File: src/rtl/conv_accum.sv
// Channel accumulator and post-processing stage for the convolution unit.
// Sums bias plus per-channel partial sums, then rounds, shifts, applies ReLU and saturates.
module conv_accum #(
   parameter int WIDTH     = 9,
   parameter int ACC_WIDTH = 24
) (
   input  logic                        clk,
   input  logic                        rst,
   input  logic                        in_valid,
   output logic                        in_ready,
   input  logic signed [2*WIDTH-1:0]   in_sum,
   input  logic                        in_last,
   input  logic signed [2*WIDTH-1:0]   bias,
   input  logic [4:0]                  shift,
   input  logic                        relu_en,
   output logic                        out_valid,
   input  logic                        out_ready,
   output logic signed [WIDTH-1:0]     out_data,
   output logic                        ovf,
   output logic [15:0]                 beat_cnt
);

   localparam int SW = 2 * WIDTH;

   localparam logic signed [ACC_WIDTH:0] ACC_MAX = {2'b00, {(ACC_WIDTH-1){1'b1}}};
   localparam logic signed [ACC_WIDTH:0] ACC_MIN = ~ACC_MAX;
   localparam logic signed [ACC_WIDTH:0] OUT_MAX = {{(ACC_WIDTH-WIDTH+2){1'b0}}, {(WIDTH-1){1'b1}}};
   localparam logic signed [ACC_WIDTH:0] OUT_MIN = ~OUT_MAX;
   localparam logic signed [ACC_WIDTH:0] ONE_W   = {{ACC_WIDTH{1'b0}}, 1'b1};

   typedef enum logic [0:0] {
      ST_EMPTY = 1'b0,
      ST_ACCUM = 1'b1
   } state_t;

   state_t                      state_r;
   state_t                      state_nxt_s;
   logic signed [ACC_WIDTH-1:0] acc_r;
   logic [15:0]                 beat_cnt_r;
   logic                        out_valid_r;
   logic signed [WIDTH-1:0]     out_data_r;
   logic                        ovf_r;

   logic                        accept_s;
   logic signed [ACC_WIDTH:0]   base_s;
   logic signed [ACC_WIDTH:0]   sum_w_s;
   logic signed [ACC_WIDTH-1:0] acc_sat_s;
   logic                        sat_hit_s;
   logic [15:0]                 cnt_nxt_s;

   function automatic logic signed [ACC_WIDTH-1:0] sat_acc(input logic signed [ACC_WIDTH:0] x);
      logic signed [ACC_WIDTH:0] y;
      if (x > ACC_MAX) begin
         y = ACC_MAX;
      end else if (x < ACC_MIN) begin
         y = ACC_MIN;
      end else begin
         y = x;
      end
      return y[ACC_WIDTH-1:0];
   endfunction

   // Round half-up without wrap, arithmetic shift, optional ReLU, clamp to the activation range.
   function automatic logic signed [WIDTH-1:0] post_proc(input logic signed [ACC_WIDTH-1:0] x,
                                                         input logic [4:0] sh,
                                                         input logic relu);
      logic signed [ACC_WIDTH:0] half;
      logic signed [ACC_WIDTH:0] rnd;
      logic signed [ACC_WIDTH:0] shd;
      if (sh != 5'd0) begin
         half = ONE_W << (sh - 5'd1);
      end else begin
         half = '0;
      end
      rnd = {x[ACC_WIDTH-1], x} + half;
      shd = rnd >>> sh;
      if (relu && shd[ACC_WIDTH]) begin
         shd = '0;
      end else if (shd > OUT_MAX) begin
         shd = OUT_MAX;
      end else if (shd < OUT_MIN) begin
         shd = OUT_MIN;
      end else begin
         shd = shd;
      end
      return shd[WIDTH-1:0];
   endfunction

   // Handshake and accumulator datapath (combinational).
   always_comb begin
      in_ready = !out_valid_r || out_ready;
      accept_s = in_valid && in_ready;
      case (state_r)
         ST_EMPTY: begin
            base_s    = {{(ACC_WIDTH+1-SW){bias[SW-1]}}, bias};
            cnt_nxt_s = 16'd1;
         end
         ST_ACCUM: begin
            base_s    = {acc_r[ACC_WIDTH-1], acc_r};
            cnt_nxt_s = (beat_cnt_r == 16'hFFFF) ? 16'hFFFF : beat_cnt_r + 16'd1;
         end
         default: begin
            base_s    = '0;
            cnt_nxt_s = 16'd0;
         end
      endcase
      sum_w_s   = base_s + {{(ACC_WIDTH+1-SW){in_sum[SW-1]}}, in_sum};
      acc_sat_s = sat_acc(sum_w_s);
      sat_hit_s = sum_w_s[ACC_WIDTH] != sum_w_s[ACC_WIDTH-1];
   end

   // Next-state logic: a last beat always closes the group.
   always_comb begin
      state_nxt_s = state_r;
      case (state_r)
         ST_EMPTY: begin
            if (accept_s && !in_last) begin
               state_nxt_s = ST_ACCUM;
            end else begin
               state_nxt_s = ST_EMPTY;
            end
         end
         ST_ACCUM: begin
            if (accept_s && in_last) begin
               state_nxt_s = ST_EMPTY;
            end else begin
               state_nxt_s = ST_ACCUM;
            end
         end
         default: state_nxt_s = ST_EMPTY;
      endcase
   end

   // State register.
   always_ff @(posedge clk) begin
      if (rst) begin
         state_r <= ST_EMPTY;
      end else begin
         state_r <= state_nxt_s;
      end
   end

   // Accumulator, beat counter, output register and sticky overflow flag.
   always_ff @(posedge clk) begin
      if (rst) begin
         acc_r       <= '0;
         beat_cnt_r  <= 16'd0;
         out_valid_r <= 1'b0;
         out_data_r  <= '0;
         ovf_r       <= 1'b0;
      end else begin
         if (accept_s && in_last) begin
            acc_r       <= '0;
            beat_cnt_r  <= 16'd0;
            out_data_r  <= post_proc(acc_sat_s, shift, relu_en);
            out_valid_r <= 1'b1;
         end else begin
            if (accept_s) begin
               acc_r      <= acc_sat_s;
               beat_cnt_r <= cnt_nxt_s;
            end
            if (out_ready) begin
               out_valid_r <= 1'b0;
            end
         end
         if (accept_s && sat_hit_s) begin
            ovf_r <= 1'b1;
         end
      end
   end

   assign out_valid = out_valid_r;
   assign out_data  = out_data_r;
   assign ovf       = ovf_r;
   assign beat_cnt  = beat_cnt_r;

endmodule

File: config.mk
export PLATFORM = sky130hd
export DESIGN_NAME = conv_accum
export DESIGN_NICKNAME = d
export VERILOG_FILES = /design/src/rtl/conv_accum.sv
export SDC_FILE = /design/constraint.sdc
export NUM_CORES = 1
export LEC_CHECK = 0
export CAP_MARGIN = 30
export CORE_MARGIN = 5
export CORE_UTILIZATION = 50
export DETAILED_ROUTE_END_ITERATION = 7
export DONT_BUFFER_PORTS = 1
export PLACE_DENSITY_LB_ADDON = 0.08
export SYNTH_ARGS = -nofsm -noshare
export SYNTH_HDL_FRONTEND = slang
export SYNTH_SLANG_ARGS = --single-unit
File: constraint.sdc
create_clock -name clk -period 14.46 [get_ports clk]
set_clock_uncertainty 0.2 [all_clocks]
set_input_delay 2.169 -clock clk [delete_from_list [all_inputs] [get_ports clk]]
set_output_delay 2.169 -clock clk [all_outputs]
set_load 0.1 [all_outputs]
==> results of run 1 <==
==> cell type report <==
| class | instances | share of cell area |
|---|---|---|
| clock buffers | 5 | 0.0154 |
| well taps | 188 | 0.0289 |
| flip-flops and latches | 52 | 0.128 |
| clock inverters | 3 | 0.00308 |
| repair buffers | 22 | 0.0402 |
| multi-input cells | 955 | 0.774 |
| inverters | 23 | 0.0106 |
==> layer usage <==
| metal | part of all wire | GRT usage |
|---|---|---|
| met4 | 0.022 | 0.0713 |
| met5 | 0 | 0 |
| met2 | 0.45 | 0.437 |
| met3 | 0.085 | 0.0555 |
| met1 | 0.45 | 0.395 |
==> critical path, cell delays in order <==
cell and delay (ns):
mux2_2 0.25, ha_1 0.24, inv_1 0.08, fa_1 0.43, or3_1 0.38, or4_1 0.52, nor4_1 0.29, and4b_1 0.28
nand3_1 0.11, nand3_1 0.10, o31a_1 0.64, o21ai_0 0.49, ha_1 0.55, a21oi_2 0.24, o21ai_1 0.14, a2111oi_0 0.64
o211ai_1 0.34, a2111oi_2 0.37, a21oi_1 0.15, xor2_1 0.22, nand3_2 0.14, nand2_1 0.31, a221oi_1 0.65, o21ai_0 0.18
nand4b_2 0.32, a221o_1 0.40, a22o_1 0.19
==> per-stage QoR <==
step,cell area [um^2],power [mW]
after global routing,8130,1.04
after detailed placement,7910,0.834
after global placement,7690,0.835
final,8130,0.979
after floorplan,7710,0.686
after CTS,8060,0.963
==> state kept, by name (all words and copies together) (netlist names), named ones only <==
signal,cells
out_valid,1
acc_r,24
out_data,9
ovf,1
beat_cnt,16
==> cells in the mapped netlist, drive strengths merged, types with 6 or more instances <==
cell type / instances / area [um^2]
a31oi: 16 / 100
ha: 51 / 638
o22ai: 7 / 50.1
nand2: 130 / 488
or3: 14 / 87.6
a22o: 6 / 52.6
o211ai: 15 / 113
a2111oi: 10 / 100
and4: 9 / 81.3
and3: 14 / 87.6
o21a: 9 / 67.6
nand4: 12 / 75.1
a21oi: 91 / 482
mux2i: 18 / 180
a221o: 7 / 70.1
nand3: 25 / 130
o31ai: 11 / 124
inv: 23 / 86.3
nor3: 47 / 235
xnor2: 18 / 184
clkbuf: 47 / 178
nor4: 7 / 43.8
mux2: 26 / 293
nand2b: 18 / 113
buf: 24 / 116
o21ai: 88 / 463
a211oi: 26 / 215
a21o: 21 / 158
nor2: 141 / 529
dfxtp: 52 / 1040
xor2: 13 / 114
and2: 12 / 75.1
==> placed cells by master (no fill, tap or decap), drive strengths merged, types with 14 or more instances in the layout <==
| master | count |
|---|---|
| nor2 | 141 |
| nand2 | 130 |
| a21oi | 91 |
| o21ai | 88 |
| dfxtp | 52 |
| ha | 51 |
| nor3 | 47 |
| mux2 | 26 |
| a211oi | 26 |
| nand3 | 25 |
| inv | 25 |
| a21o | 21 |
| nand2b | 18 |
| mux2i | 18 |
| xnor2 | 18 |
| buf | 18 |
| a31oi | 16 |
| o211ai | 15 |
| or3 | 14 |
| and3 | 14 |
==> logic make-up (layout without fill, tap and decap cells) <==
group,Yosys count,count (layout),synth area share
adder cells (fa/ha/maj),53,53,0.0879
flip-flops,52,52,0.135
AND/OR/NAND/NOR,453,453,0.278
AO/OA/AOI/OAI,371,371,0.341
buffers and inverters,94,53,0.0493
multiplexers,47,47,0.0701
XOR/XNOR,31,31,0.0386
==> final timing paths <==
path / from / end / slack [ns]
setup / recovery: bias[0] / out_data[5] / 3.62
hold / removal: acc_r[0] / acc_r[0] / 0.26
setup reg to reg: flop / out_data[5] / 4.60
hold reg to reg: acc_r[0] / acc_r[0] / 0.26
==> power by group through the flow <==
stage	sequential, mW	clock, mW	combinational (mW)
after global placement	0.197	0	0.639
after CTS	0.192	0.129	0.642
final	0.192	0.125	0.662
after detailed placement	0.195	0	0.639
after global routing	0.193	0.134	0.716
after floorplan	0.194	0	0.493
==> flow_summary.json, run 1 <==
{
  "power.share.combinational": 0.676,
  "vias": 8307,
  "p_sw_uw": 523,
  "wirelength_mm": 26.1,
  "die_area_um2": 18000,
  "period_minus_slack_ns": 10.84,
  "antenna_found_initial": 0,
  "cts_root_buf": "clkbuf_16",
  "power_density_nw_per_um2": 120,
  "fin_ws_ns": 3.62,
  "port_buffers": 0,
  "cp.required_ns": 14.46,
  "drc_errors": 0,
  "gp_congestion": 0.971,
  "drt-wirelength-per-cell_um": 20.9,
  "synth_nets": 1201,
  "peakVddDrop_mv": 0.0607,
  "max_freq_mhz": 92.2,
  "rows": 45,
  "core_um2": 15100,
  "worstRegToRegCells": 28,
  "syn-mean-instance-area_um2": 7.00,
  "outcome": "finished clean",
  "finalCritPeriodShare": 0.750,
  "die_y_um": 134,
  "p_int_uw": 456,
  "crit_path_end_kind": "flop",
  "drtIter0Drc": 862,
  "grt_pass1_vias": 7368,
  "grt_pass1_wl_mm": 40.9,
  "slew_headroom": 0.311,
  "regArea_um2": 1040,
  "synth-edff-count": 0,
  "final_layout_size_suffix_gt1_frac": 0.0925,
  "multi_input_area_um2": 6290,
  "synth_cell_type_count": 93,
  "clk_pin_slew_ns": 0.08,
  "dpl.cell_count": 1234,
  "firstDrtPassIters": 5,
  "ys_warn_count": 0,
  "cts_sinks": 52,
  "cts_hold_buf": 0,
  "whs_path_depth": 2,
  "async_reset_ff_frac": 0,
  "syn_inst": 1101,
  "max-cap-violations": 0,
  "tns_ns": 0,
  "grt_max_degree": 44,
  "setup_violations": 0,
  "synth_top_flop_cell": "dfxtp_1",
  "drv_slew": 0,
  "nNetsFinal": 1159,
  "ys_seq_elements": 52,
  "cts_buffers": 5,
  "timing_worst_setup_path_type": "primary input to flop",
  "grt.total_usage": 0.280,
  "start_util": 0.509,
  "final_core_util": 0.537,
  "final_cells": 1248,
  "postRouteAntennaNets": 0,
  "place_hpwl_mm": 20.2,
  "p_sw_frac": 0.534,
  "rsz0062_at_grt": "false",
  "hold_viol": 0,
  "power_frac_seq": 0.196,
  "antennaDiodeCount": 0,
  "nFillCells": 1468,
  "min_path_type": "flop to flop",
  "cp-start-kind": "primary input",
  "tightest_slew_ns": 1.03,
  "arrival_ns": 10.84,
  "p_leak_nw": 3.22,
  "clockBufferDepth": 2,
  "ios": 75,
  "clk_latency_ns": 0.31,
  "cts_resized": 0,
  "clockPowerShare": 0.128,
  "path_max_fanout": 23,
  "cts_tree": "done",
  "ys_seq_area_frac": 0.135,
  "die_w_um": 134,
  "overflow": 0,
  "hold_ws_ns": 0.262,
  "avgViaCountPerCell": 6.66,
  "place_ws_ns": 3.54,
  "area_growth_pct": 5.42,
  "syn-cell-area_um2": 7710,
  "cts_setup_buffers": 0,
  "htreeDepth": 2
}
Power figures use the tool's default switching activity.
==> run 2, diff against run 1 <==
clock period = 9.3 ns   (was 14.46 ns; I/O delays follow)
==> flow_summary.json, run 2 (synthesis gave the netlist of run 1 again) <==
{
  "endpoint": "out_data[5]",
  "layout_commonest_cell": "nor2_1",
  "cts_buffers": 5,
  "gp_congestion": 0.970,
  "slowest_delay_ns": 0.54,
  "p_sw_frac": 0.492,
  "outcome": "finished clean",
  "grt_max_degree": 44,
  "dpl.cell_count": 1353,
  "final_cells": 1367,
  "drc_errors": 0,
  "timing_worst_setup_path_type": "primary input to flop",
  "firstDrtPassIters": 6,
  "peakVddDrop_mv": 0.0977,
  "reg2reg_slack_ns": 0.83,
  "worst_path_most_repeated_cell": "buf_4",
  "grt_pass1_vias": 8324,
  "avgViaCountPerCell": 6.49,
  "clockPowerShare": 0.116,
  "hold_viol": 0,
  "busiest_layer": "met2",
  "regArea_um2": 1040,
  "p_int_uw": 877,
  "finalCritPeriodShare": 0.948,
  "startpoint": "bias[0]",
  "grt.met1_usage": 0.394,
  "rsz0062_at_grt": "false",
  "power.share.combinational": 0.711,
  "crit_buf_inv": 6,
  "period_minus_slack_ns": 8.82,
  "drt-wirelength-per-cell_um": 19.8,
  "worstRegToRegCells": 32,
  "reg2reg_to": "out_data[5]",
  "multi_input_area_um2": 6310,
  "start_util": 0.509,
  "cp-start-kind": "primary input",
  "arrival_ns": 8.82,
  "cts_root_buf": "clkbuf_16",
  "tns_ns": 0,
  "wirelength_mm": 27.0,
  "grt.total_usage": 0.291,
  "overflow": 0,
  "nFillCells": 1437,
  "max_freq_mhz": 113,
  "drtIter0Drc": 852,
  "crit_family": "compound AO/OA/AOI/OAI gates",
  "max_flop_register": "acc_r",
  "antennaDiodeCount": 0,
  "clockBufferDepth": 2,
  "use_met2": 0.491,
  "cp.required_ns": 9.30,
  "crit_cells": 31,
  "largest_register_ffs": 24,
  "path_max_fanout": 15,
  "postRouteAntennaNets": 0,
  "cts_tree": "done",
  "setup_violations": 0,
  "drv_slew": 0,
  "die_area_um2": 18000,
  "final_cell_mix": "nor2_1, nand2_1, buf_4",
  "min_path_type": "flop to flop",
  "nNetsFinal": 1278,
  "ios": 75,
  "p_sw_uw": 850,
  "max-cap-violations": 0,
  "tightest_slew_ns": 1.02,
  "power_frac_seq": 0.172,
  "die_w_um": 134,
  "core_um2": 15100,
  "htreeDepth": 2,
  "antenna_found_initial": 0,
  "cts_sinks": 52,
  "grt_pass1_wl_mm": 43.0,
  "rows": 45,
  "worstHoldStart": "acc_r[0]",
  "slowest_stage": "or4_1",
  "die_y_um": 134,
  "clk_latency_ns": 0.31,
  "crit_path_end_kind": "flop",
  "place_hpwl_mm": 21.3,
  "clk_pin_slew_ns": 0.08,
  "slew_headroom": 0.317,
  "final_layout_size_suffix_gt1_frac": 0.187,
  "power_density_nw_per_um2": 190,
  "area_growth_pct": 18.1,
  "cts_hold_buf": 0,
  "vias": 8875,
  "grt_use_met3": 0.0353,
  "p_leak_nw": 3.81,
  "port_buffers": 0
}
-- run 2: power by group through the flow --
stage                     Combinational [mW]  Sequential, mW  Clock (mW)
final                                   1.23           0.298       0.201
after floorplan                        0.766           0.301           0
after global routing                    1.34           0.299       0.210
after CTS                               1.20           0.298       0.203
after global placement                  1.19           0.305           0
after detailed placement                1.19           0.303           0
-- run 2: repair_timing --
item                                    in CTS  in global routing
gates resized for setup                      0                  5
endpoints found under the setup margin       0                  8
buffers inserted                             0                  1
-- run 2: stage by stage --
stage	power [mW]	instance area, um^2	hold WS, ns	setup slack [ns]	util
2_1_floorplan	1.07	7710	0.233	0.912	-
4_1_cts	1.70	9000	0.259	0.344	0.595
3_3_place_gp	1.49	8570	0.243	0.300	0.566
6_report	1.73	9100	0.262	0.483	0.601
3_5_place_dp	1.49	8850	0.246	0.0527	0.584
5_1_grt	1.85	9100	0.298	0.00222	0.601
-- run 2: layout make-up --
type / count / share of cell area
inverter: 23 / 0.00948
multi-input combinational: 955 / 0.693
clock buffer: 5 / 0.0137
clock inverter: 3 / 0.00302
tap: 188 / 0.0258
timing repair buffer: 141 / 0.140
sequential: 52 / 0.114
-- run 2: tightest hold or removal path, delay by kind of cell (launching register included) --
family           cells  cell delay [ns]
AND/OR/NAND/NOR      1             0.05
flip-flops           1             0.32
AO/OA/AOI/OAI        1             0.05
-- run 2: routing by layer --
| metal | vias up | wire length (um) | share of wire |
|---|---|---|---|
| met5 | - | 0 | 0 |
| met4 | 0 | 613 | 0.023 |
| met3 | 46 | 1760 | 0.065 |
| met2 | 360 | 12600 | 0.47 |
| met1 | 4167 | 12000 | 0.44 |
| li1 | 4302 | - | - |
-- run 2: worst min-delay path by stage --
stage	cells after the start	slack (ns)	end
floorplan	2	0.23	acc_r[0]
finish	2	0.26	acc_r[0]
global placement	2	0.24	acc_r[0]
detailed placement	2	0.25	acc_r[0]
CTS	2	0.26	acc_r[0]
global route	2	0.30	acc_r[0]
